## src/rtl/chunked_serial_adder.sv

```systemverilog
`default_nettype none
// ============================================================================
// Module   : chunked_serial_adder
// Brief    : Multi-cycle WIDTH-bit adder that processes CHUNK bits per clock,
//            LSB chunk first. It keeps a registered carry between chunks and
//            uses a start/busy/done handshake.
// Options  : define CHUNKED_ADDER_SUB_EN to add a 'sub' input, which selects
//            a - b.
// Revision : 1.0 - initial release
// ============================================================================
module chunked_serial_adder #(
  parameter int WIDTH = 16,
  parameter int CHUNK = 4
) (
  input  logic             clk,
  input  logic             rst_n,
  input  logic             start,
  input  logic [WIDTH-1:0] a,
  input  logic [WIDTH-1:0] b,
  input  logic             cin,
`ifdef CHUNKED_ADDER_SUB_EN
  input  logic             sub,
`endif
  output logic             busy,
  output logic             done,
  output logic [WIDTH-1:0] sum,
  output logic             cout
);

  localparam int c_n  = WIDTH / CHUNK;
  localparam int c_cw = (c_n > 1) ? $clog2(c_n) : 1;

  typedef enum logic [1:0] {
    S_IDLE = 2'd0,
    S_RUN  = 2'd1,
    S_DONE = 2'd2
  } state_t;

  state_t             r_state;
  state_t             w_next_state;
  logic [WIDTH-1:0]   r_a_sh;
  logic [WIDTH-1:0]   r_b_sh;
  logic               r_carry;
  logic [c_cw-1:0]    r_cnt;
  logic [WIDTH-1:0]   r_sum;
  logic               r_cout;
  logic               w_accept;
  logic               w_last;
  logic [CHUNK:0]     w_chunk_sum;
  logic [WIDTH-1:0]   w_b_in;
  logic               w_carry_in;

  assign w_accept = (r_state == S_IDLE) && start;
  assign w_last   = (r_cnt == c_cw'(c_n - 1));

  // One CHUNK-wide slice of the ripple, with the carry taken from the previous edge
  assign w_chunk_sum = {1'b0, r_a_sh[CHUNK-1:0]}
                     + {1'b0, r_b_sh[CHUNK-1:0]}
                     + {{CHUNK{1'b0}}, r_carry};

`ifdef CHUNKED_ADDER_SUB_EN
  // Subtraction is a + ~b + 1. cin is deliberately ignored in this mode.
  assign w_b_in     = sub ? ~b : b;
  assign w_carry_in = sub ? 1'b1 : cin;
`else
  assign w_b_in     = b;
  assign w_carry_in = cin;
`endif

  // State register
  always_ff @(posedge clk or negedge rst_n) begin
    if (!rst_n) begin
      r_state <= S_IDLE;
    end else begin
      r_state <= w_next_state;
    end
  end

  // Next-state logic: the DONE state lasts exactly one cycle, and start is ignored outside IDLE
  always_comb begin
    w_next_state = r_state;
    case (r_state)
      S_IDLE:  if (start)  w_next_state = S_RUN;
      S_RUN:   if (w_last) w_next_state = S_DONE;
      S_DONE:  w_next_state = S_IDLE;
      default: w_next_state = S_IDLE;
    endcase
  end

  // Datapath: latch the operands on accept, then retire one chunk per RUN edge
  always_ff @(posedge clk or negedge rst_n) begin
    if (!rst_n) begin
      r_a_sh  <= '0;
      r_b_sh  <= '0;
      r_carry <= 1'b0;
      r_cnt   <= '0;
      r_sum   <= '0;
      r_cout  <= 1'b0;
    end else if (w_accept) begin
      r_a_sh  <= a;
      r_b_sh  <= w_b_in;
      r_carry <= w_carry_in;
      r_cnt   <= '0;
    end else if (r_state == S_RUN) begin
      r_sum[r_cnt*CHUNK +: CHUNK] <= w_chunk_sum[CHUNK-1:0];
      r_carry <= w_chunk_sum[CHUNK];
      r_a_sh  <= r_a_sh >> CHUNK;
      r_b_sh  <= r_b_sh >> CHUNK;
      r_cnt   <= r_cnt + 1'b1;
      if (w_last) begin
        r_cout <= w_chunk_sum[CHUNK];
      end
    end
  end

  assign busy = (r_state != S_IDLE);
  assign done = (r_state == S_DONE);
  assign sum  = r_sum;
  assign cout = r_cout;

endmodule
`default_nettype wire
```

## config.mk

```make
export PLATFORM = sky130hd
export DESIGN_NAME = chunked_serial_adder
export DESIGN_NICKNAME = d
export VERILOG_FILES = /design/src/rtl/chunked_serial_adder.sv
export SDC_FILE = /design/constraint.sdc
export NUM_CORES = 1
export LEC_CHECK = 0
export CORE_MARGIN = 1
export CORE_UTILIZATION = 45
export CTS_BUF_LIST = sky130_fd_sc_hd__clkbuf_8
export CTS_CLUSTER_DIAMETER = 80
export DETAILED_ROUTE_END_ITERATION = 10
export GPL_TIMING_DRIVEN = 0
export PLACE_DENSITY_LB_ADDON = 0.3
export SLEW_MARGIN = 10
export SYNTH_ARGS = -nofsm -noshare
export SYNTH_HDL_FRONTEND = slang
export SYNTH_SLANG_ARGS = --single-unit
```

## constraint.sdc

```tcl
create_clock -name clk -period 2.3 [get_ports clk]
set_clock_uncertainty 0.1 [all_clocks]
set_input_delay 0.23 -clock clk [delete_from_list [all_inputs] [get_ports clk]]
set_output_delay 0.23 -clock clk [all_outputs]
set_load 0.01 [all_outputs]
```

### Word-level counts from Yosys, hierarchy flattened

Cells that the tools add are included.

* register bits after elaboration: 54
* bits of input ports: 36
* output and inout bits: 19
* logic and storage cells: 38

* add/sub/neg operators: 4
* eq/ne operators: 5
* shift operators: 2
* mux-type cells: 12
* bitwise gates (word level): 1
* reduce and logical (&&, ||, !) cells: 7

Operators with widths (count)
* $mux W16: 4
* $neg A4 Y34: 1
* $shift A4 B34 Y16 const A: 1
* $shiftx A4 B34 Y16: 1
* $bwmux W16: 1
* $mux W2: 4
* $add A4 B4 Y5: 1
* $add A5 B1 Y5: 1
* $eq A2 B2 Y1 const B: 2
* $ne A2 B2 Y1 const B: 2
* $pmux W2 S2: 1
* $reduce_and A2 Y1: 2
* $reduce_bool A2 Y1: 2
* $reduce_and A3 Y1: 1
* $add A2 B1 Y2 const B: 1
* $eq A2 B1 Y1 const B: 1
* $logic_not A2 Y1: 1
* $mux W1: 2
* $logic_and A1 B1 Y1: 1
* $not A1 Y1: 1

### Logic depth before layout (Yosys ltp)

Gate-level depths: netlist (run 1).

* word-level depth: 4
* gate-level depth with buffers: 5

### Worst setup path before layout (run 1)

No wires, ideal clock.

* path type: reg-to-reg
* start point: register r_a_sh[0]
* end point: register r_carry
* setup time: 0.136 ns
* arrival: 1.635 ns
* data required time: 2.064 ns
* setup slack: 0.429 ns
* stages on the path, launching flop included: 6
* buffers on the path: 0
* period minus slack after synthesis: 1.871 ns
* path through: dfrtp_1 -> fa_1 -> fa_1 -> a21o_1 -> a21oi_1 -> o21ai_0

* word-level cells in the longest chain between the ends: 4

RTL lines
* start, declared: line 41 `logic [WIDTH-1:0] r_a_sh;`
* start signal, assigned: line 107 `r_a_sh <= r_a_sh >> CHUNK;`
* $add A4 B4 Y5: line 58 `+ {1'b0, r_b_sh[CHUNK-1:0]}`
* $add A5 B1 Y5: line 59 `+ {{CHUNK{1'b0}}, r_carry};`
* $mux W1: line 104 `end else if (r_state == S_RUN) begin`
* $mux W1: line 99 `end else if (w_accept) begin`
* end signal, assigned: line 102 `r_carry <= w_carry_in;`
* end signal, assigned: line 106 `r_carry <= w_chunk_sum[CHUNK];`
* end, declared: line 43 `logic r_carry;`

Every way passes these cells. The select of a mux whose other input is x is not followed.
A chain may end at the register's enable or synchronous reset.

### Final worst setup path (run 1)

Ends and elaborated chain as after synthesis.

==> results by group, run 1 <==
Pwr
  – Total power: about 3.9 mW
  – Max VDD drop: roughly 0.00055 V
  – Power Dens Cells: between 1000 and 1500 mW/mm^2
  – Leakage: between 1 and 1.5 nW

STA
  – Tmin final: 2094 ps
  – Slew Viols, Final: 0
  – Hold Worst Slack: between 300 and 400 ps
  – Final hold violations: 0
  – Fmax: 0.4774 GHz
  – Slew @ Worst Pin: 530.0 ps
  – RSZ-0062 raised after global routing: no
  – Final period utilization: roughly nine tenths
  – Final WS setup: approximately 200 ps
  – Max-slew headroom: 64.66%
  – Final setup fails: 0
  – Setup tns final: 0 ps

Global route
  – Initial antenna violation count: 0
  – Number of global-route vias before repair: ~1900
  – Total GRT Usage: roughly 21%
  – Pin count of the biggest net entering global routing: 35
  – First-pass GRT wire length: 8749 um
  – Congestion Overflow GR: 0

Synth
  – Cell variety after synth: 34
  – Synth top area cells: dfrtp_1 56%, nand2_1 11%, a22oi_1 7.8%
  – Post-synth top cells: 70 x nand2_1, 54 x dfrtp_1, 25 x a22oi_1
  – Top_reg_cell synth: dfrtp_1
  – Yosys top cell by area: dfrtp_1
  – Average size of a mapped cell: 10.80 sq um
  – Post-Syn Area: between 0.002 and 0.0025 sq mm
  – Top-area cell type share of the netlist area: 55.84%
  – Number of synthesized flops with an enable pin: 0
  – Ys async rst share: 100.0%
  – Total of warnings raised by yosys: 0
  – Synth Instances: around 220
  – Syn nets: about 270
  – Yosys reg bits: 54
  – Count leader, synth: nand2_1
  – Sequential share of the synthesized area: between 50 and 60%

Drt
  – Total Wirelength: between 5000 and 6000 um
  – Remaining DRCs: 0
  – 1st-iter DRT viols: 90
  – Detail Route Antenna Nets: 0
  – Via/cell ratio: approximately 5.3
  – Drt pass-1 iters: 4
  – WL/cell: 14.39 um
  – Detailed-route via count: between 1500 and 2000

Setup path
  – Worst EP arrival: roughly 2200 ps
  – Reg2Reg Setup Slack: slightly above 200 ps
  – Cell Chain, Critical Path: fa_1, fa_1, a21o_1, a21oi_1, o21ai_0
  – CP max-delay cell: fa_1
  – CP delay by family, top: adder cells
  – Reg2Reg Launch Point: r_a_sh[0]
  – FF-to-FF End: r_carry
  – Buf/Inv on CP: 0
  – Crit path max fanout: 2
  – Worst R2R Path Depth: 5
  – Most repeated library cell on the critical path: fa_1
  – CP max stage delay: 470 ps
  – Critical path type: flop to flop
  – Worst setup SP type: flop
  – Critical Path End Type: flop
  – Critical Path RT: 2360 ps

Placed design
  – Detailed placement HPWL: roughly 3800 um
  – Dpl ws: 216.4 ps
  – Post-DP Area: slightly above 0.003 sq mm
  – Cell count after placement: roughly 350
  – GPL Wtd Cong: 0.7714
  – Number of port buffers: 54

Cells and area
  – Layout cells sized above 1: under 10%
  – Nets: around 330
  – Filler Cell Count: slightly below 500
  – # diodes: 0
  – Multi-input logic area: around 0.001 sq mm
  – Final Core Density: 61.93%
  – Area delta synth->final: 31.54%
  – Final Cell Area: between 0.003 and 0.004 sq mm
  – Non-filler cells, final: between 300 and 400
  – Register area: ~0.0014 sq mm

Run status
  – Outcome: complete, no violations

Die
  – Core footprint: 0.005140 sq mm
  – DIE HEIGHT: approximately 75 um
  – Die area: roughly 0.0057 sq mm
  – # rows: 26
  – Die width: 75.33 um
  – Initial cell density of the core: a little under half
  – Io pins: 55

Clock network
  – H-Tree Depth: 2
  – Clock sinks: 54
  – Clock transition at the registers of the reported paths: ~100 ps
  – Skew-Pair Late Insertion Delay: 310 ps
  – CTS tree: built
  – CTS root buffer: clkbuf_8
  – Clock Path Buffers: 2
  – Post-CTS Resized: 0
  – CTS buffer count: 5

Run
  – Total of max-cap violations: 0

Worst hold path
  – HP Class: input port to async pin
-- final cells by class --
class	instances	share of cell area, %
Inverter	2	0.2358
Multi-Input combinational cell	157	31.56
Clock inverter	3	1.297
Clock buffer	5	2.162
Timing Repair Buffer	56	17.77
Sequential cell	54	42.45
Tap cell	70	2.752
Buffer	11	1.769
-- routing by layer --
layer,vias to the layer above,wire length [um],global-route usage [%]
met3,6,207,4.101
met4,0,37,5.144
met1,917,2371,27.46
li1,910,-,-
met2,51,2535,35.02
met5,-,0,0
-- layout by cell type (no fill, tap or decap), types with 2 or more instances in the layout --
cell type        synthesis  layout
ha_1                     9       9
a32o_1                   3       3
o21bai_1                 2       2
a22o_1                  12      12
a21oi_1                  3       3
clkbuf_1                 5       5
clkdlybuf4s50_1          0      53
a22oi_1                 25      25
buf_4                    3       3
inv_1                    2       3
buf_2                    3       4
fa_1                     2       2
o21ai_0                 10      10
clkbuf_8                 0       5
dfrtp_1                 54      54
nand2_1                 70      70
and2_1                   2       2
-- report_power, final --
group / internal [mW] / leakage (nW) / total [mW] / switching, mW
combinational: 0.784 / 0.726 / 1.77 / 0.981
clock: 0.321 / 0.0556 / 0.622 / 0.301
sequential: 1.31 / 0.709 / 1.55 / 0.238
total: 2.41 / 1.49 / 3.93 / 1.52
-- worst max-delay path by stage --
| stage | start | endpoint | slack, ps | depth (start not counted) |
|---|---|---|---|---|
| 5_1_grt | r_a_sh[0] | r_carry | 90 | 5 |
| 3_5_place_dp | r_a_sh[0] | r_carry | 220 | 5 |
| 4_1_cts | r_a_sh[0] | r_carry | 190 | 5 |
| 3_3_place_gp | rst_n | r_b_sh[12] | -690 | 1 |
| 6_report | r_a_sh[0] | r_carry | 210 | 5 |
| 2_1_floorplan | r_a_sh[0] | r_carry | 430 | 5 |
-- flip-flops by register name, summed over array words and instances (netlist names) --
name / count
r_a_sh: 16
r_state: 2
r_b_sh: 16
r_cnt: 2
cout: 1
r_carry: 1
sum: 16
-- repair_timing --
item                                   CTS  global route
buffers inserted                         0             0
hold buffers                             1             0
endpoints found under the hold margin   20             0
-- kinds of logic after synthesis --
family                     Yosys count  share of synthesized area (%)
AOI/OAI and AO/OA                   60                          18.41
buffers and inverters               13                          2.637
DFF                                 54                          55.84
xor gates and xnor gates             1                         0.3620
and+or+nand+nor                     85                          16.44
adders and majority gates           11                          6.308
No activity file was read; power rests on OpenSTA's default activity.
==> run 2, diff against run 1 <==
Settings changed: CTS_BUF_LIST sky130_fd_sc_hd__clkbuf_8 to unset.
==> run 2 against run 1 <==
Final cell count stayed put. Register-to-register slack barely moved. First-iteration DRC count unchanged. Clock power increased by 0.6%. Sequential share of layout area did not move. Clock-buffer cell count is 1 higher. Sequential power is essentially flat. Setup slack is the same. Critical path depth unchanged. Via count did not move. Power up 0.11%. Die area unchanged. Critical path type unchanged. Largest power group unchanged.
==> results by group, run 2 (synthesis gave the netlist of run 1 again) <==
Run status
  – Outcome: complete, no violations

Placed design
  – Number of port buffers: 54
  – GPL Wtd Cong: a little under 0.8
  – Detailed placement HPWL: between 3000 and 4000 um
  – Post-DP Area: approximately 0.003 sq mm

Die
  – Core footprint: 0.005140 sq mm
  – DIE HEIGHT: approximately 75 um
  – Die width: between 70 and 80 um
  – Initial cell density of the core: between 40% and 50%
  – Io pins: 55
  – # rows: 26
  – Die area: approximately 0.0057 sq mm

Drt
  – Drt pass-1 iters: 4
  – Remaining DRCs: 0
  – WL/cell: 14.39 um
  – Total Wirelength: between 5000 and 6000 um
  – Via/cell ratio: 5.263
  – Detailed-route via count: 1884
  – 1st-iter DRT viols: 90
  – Detail Route Antenna Nets: 0

STA
  – RSZ-0062 raised after global routing: no
  – Tmin final: 2094 ps
  – Hold Worst Slack: ~310 ps
  – Slew @ Worst Pin: 530.0 ps
  – Fmax: about 0.48 GHz
  – Slew Viols, Final: 0
  – Final period utilization: around 91%
  – Max-slew headroom: between 60% and 70%
  – Final setup fails: 0
  – Final hold violations: 0
  – Setup tns final: 0 ps

Clock network
  – H-Tree Depth: 2
  – CTS buffer count: 5
  – Post-CTS Resized: 0
  – Clock transition at the registers of the reported paths: roughly 100 ps
  – CTS tree: built
  – Skew-Pair Late Insertion Delay: ~310 ps
  – CTS root buffer: clkbuf_8
  – Clock Path Buffers: 2
  – Clock sinks: 54

Global route
  – Congestion Overflow GR: 0
  – Number of global-route vias before repair: 1853
  – Initial antenna violation count: 0
  – Pin count of the biggest net entering global routing: 35
  – First-pass GRT wire length: 8749 um
  – Total GRT Usage: 20.66%

Setup path
  – Worst setup SP type: flop
  – Crit path max fanout: 2
  – Critical path type: flop to flop
  – Critical Path RT: ~2400 ps
  – Worst EP arrival: between 2000 and 2500 ps
  – Critical Path End Type: flop

Cells and area
  – Layout cells sized above 1: under 10%
  – Nets: around 330
  – Most common cell after layout, fill and taps aside: nand2_1
  – Final Cell Area: 0.003183 sq mm
  – # diodes: 0
  – Area delta synth->final: 31.54%
  – Most frequent cells in the layout: 70 x nand2_1, 54 x dfrtp_1, 53 x clkdlybuf4s50_1
  – Filler Cell Count: between 400 and 500

Worst hold path
  – HP Class: input port to async pin

Pwr
  – Leakage: 1.487 nW
  – Power Dens Cells: ~1200 mW/mm^2
  – Max VDD drop: around 0.00055 V
  – Total power: 3.937 mW

Run
  – Total of max-cap violations: 0
-- run 2: cell types whose count changed in the layout (fill, tap and decap cells not counted) --
cell	before	now
clkbuf_1	5	6
inv_1	3	2
-- run 2: path summary, 6_finish.rpt --
path | startpoint | endpoint | slack (ps) | cells after the start
worst max register to register | r_a_sh[0] | r_carry | 210 | 5
min in group clk | a[12] | r_a_sh[12] | 370 | 3
worst max-delay path | r_a_sh[0] | r_carry | 210 | 5
worst min register to register | r_a_sh[7] | r_a_sh[7] | 390 | 2
worst min-delay path | rst_n | sum[5] | 310 | 2
max in group asynchronous | rst_n | r_a_sh[3] | 1240 | 3
-- run 2: per-layer routing --
metal  vias to the layer above  global-route usage (%)  share of wire, %
li1                        910                       -                 -
met1                       917                   27.46                46
met2                        51                   35.02                49
met3                         6                   4.101               4.0
met4                         0                   5.144              0.72
met5                         -                       0                 0
-- run 2: cell type report --
cell class | instances | area, sq um | area share [%]
timing repair buffer | 56 | 565.5 | 17.77
multi-input combinational | 157 | 1005 | 31.56
sequential | 54 | 1351 | 42.45
tap | 70 | 87.58 | 2.752
clock buffer | 6 | 72.57 | 2.280
clock inverter | 2 | 37.54 | 1.179
inverter | 2 | 7.507 | 0.2358
buffer | 11 | 56.30 | 1.769
-- run 2: what timing repair did --
item                                   CTS  global route
endpoints found under the hold margin   20             0
hold buffers                             1             0
buffers inserted                         0             0
-- run 2: critical path: stages, from the launching register on --
cell and delay, ps:
dfrtp_1 420, fa_1 470, fa_1 410, a21o_1 190
a21oi_1 250, o21ai_0 110
-- run 2: report_power, final --
| group | leakage [nW] | switching (mW) | total (mW) | internal (mW) |
|---|---|---|---|---|
| registers | 0.709 | 0.238 | 1.55 | 1.31 |
| clock network | 0.0514 | 0.301 | 0.626 | 0.325 |
| logic | 0.726 | 0.981 | 1.77 | 0.784 |
| total | 1.49 | 1.52 | 3.94 | 2.42 |
-- run 2: stage by stage --
stage | utilization (%) | std cells | setup WS, ps
CTS | 61.93 | 358 | 193.1
global route | 61.93 | 358 | 91.17
detailed placement | 59.59 | 349 | 216.4
global placement | 59.30 | 348 | -689.8
floorplan | - | 224 | 429.3
finish | 61.93 | 358 | 205.5
==> run 3, diff against run 2 <==
Settings changed: CORE_UTILIZATION 45 to 50, RECOVER_POWER set to 100, SLEW_MARGIN 10 to unset.
==> run 3 against run 2 <==
Sequential power about the same. Final cell count shrank 5.3%. Global-route usage rose by 1.1 points. Setup slack worse by 1.1 ps. Critical endpoint is now busy. Largest cell class unchanged. Largest power group unchanged.
==> results by group, run 3 (synthesis gave the netlist of run 1 again) <==
Cells and area
  – Layout cells sized above 1: roughly 5.6%
  – # diodes: 0
  – Most frequent cells in the layout: 70 x nand2_1, 54 x dfrtp_1, 34 x clkdlybuf4s50_1
  – Final Core Density: between 60% and 70%
  – Most common cell after layout, fill and taps aside: nand2_1
  – Nets: between 300 and 400
  – Non-filler cells, final: between 300 and 400
  – Area delta synth->final: 28.18%
  – Final Cell Area: around 0.0031 sq mm

STA
  – Slew Viols, Final: 0
  – Slew @ Worst Pin: 1419 ps
  – Final WS setup: slightly above 200 ps
  – Final hold violations: 0
  – Fmax: 0.4772 GHz
  – Setup tns final: 0 ps
  – Final setup fails: 0
  – Final period utilization: between 90% and 100%
  – Hold Worst Slack: ~370 ps
  – Tmin final: between 2000 and 2500 ps
  – RSZ-0062 raised after global routing: no
  – Max-slew headroom: roughly 5.4%

Drt
  – Total Wirelength: between 4000 and 5000 um
  – Remaining DRCs: 0
  – DR WL met3: about 210 um
  – Highest routed metal layer: met4
  – 1st-iter DRT viols: ~120
  – Routed met1 length: approximately 2200 um
  – Via/cell ratio: 5.578
  – Detailed-route via count: ~1900
  – Detail Route Antenna Nets: 0
  – Drt pass-1 iters: 5
  – WL met2: about 2500 um
  – WL/cell: roughly 15 um

Pwr
  – Leakage: 1.511 nW
  – Power Dens Cells: around 1200 mW/mm^2
  – Total power: between 3 and 4 mW
  – Max VDD drop: approximately 0.00051 V

Setup path
  – Critical path type: flop to primary output
  – Crit path max fanout: 8
  – Worst setup SP type: flop
  – Critical Path RT: slightly below 2000 ps
  – Critical Path End Type: primary output
  – Worst EP arrival: roughly 1800 ps

Clock network
  – H-Tree Depth: 2
  – Clock sinks: 54
  – CTS root buffer: clkbuf_8
  – Post-CTS Resized: 0
  – CTS buffer count: 5
  – Clock Path Buffers: 2
  – Post-CTS setup buffer count: 0
  – Clock transition at the registers of the reported paths: 90 ps
  – CTS tree: built
  – Skew-Pair Late Insertion Delay: 300 ps

Die
  – DIE HEIGHT: roughly 70 um
  – Die width: ~72 um
  – Core footprint: between 0.004 and 0.005 sq mm
  – Io pins: 55
  – Initial cell density of the core: roughly 54%
  – Die area: between 0.005 and 0.006 sq mm
  – # rows: 24

Placed design
  – GPL Wtd Cong: 0.7960
  – Dpl ws: around 260 ps
  – Cell count after placement: 331
  – Post-DP Area: around 0.0030 sq mm
  – Detailed placement HPWL: about 3700 um
  – Number of port buffers: between 50 and 60

Run
  – Total of max-cap violations: 0

Global route
  – Pin count of the biggest net entering global routing: 31
  – Number of global-route vias before repair: around 1800
  – Congestion Overflow GR: 0
  – First-pass GRT wire length: about 8500 um
  – Initial antenna violation count: 0
  – Total GRT Usage: 21.73%

Worst hold path
  – HP Class: input port to flop

Run status
  – Outcome: complete, no violations
## run 3: changes by cell type in the layout (fill, tap and decap cells not counted), moves of 2 or more
cell,before,now
clkdlybuf4s50_1,53,34
dlygate4sd3_1,1,20
clkbuf_1,6,10
clkbuf_2,0,2
buf_4,3,0
buf_2,4,2
## run 3: path summary, 6_finish.rpt
check	start	endpoint	slack, ps	depth (start not counted)
hold / removal	b[12]	r_b_sh[12]	370	3
max in group asynchronous	rst_n	r_a_sh[6]	580	2
min in group asynchronous	rst_n	r_a_sh[2]	690	2
hold reg to reg	r_a_sh[5]	r_a_sh[5]	390	2
setup / recovery	r_state[0]	busy	200	3
setup reg to reg	r_a_sh[0]	sum[2]	220	4
## run 3: timing repair
item	CTS	global route
hold buffers	1	0
endpoints found under the setup margin	0	0
endpoints found under the hold margin	24	0
## run 3: final cells by class
class	count	area (sq um)
plain buffers	11	46.29
clock buffers	7	76.32
fillers	361	1403
inverters	2	7.507
multi-input cells	157	991.0
flip-flops and latches	54	1351
well taps	52	65.06
repair buffers	56	564.3
## run 3: report_power, final
part	internal, mW	leakage [nW]	switching [mW]
clock network	0.210	0.0383	0.280
registers	1.31	0.709	0.238
logic	0.714	0.763	0.956
## run 3: routing by layer
layer,global-route usage [%],vias up
li1,-,918
met1,29.19,917
met2,35.98,47
met3,5.063,9
met4,5.664,0
met5,0,-
## run 3: critical path: stages, from the launching register on
cell           delay [ps]
dfrtp_1               360
clkbuf_1              180
or2_2                 320
dlygate4sd3_1         600
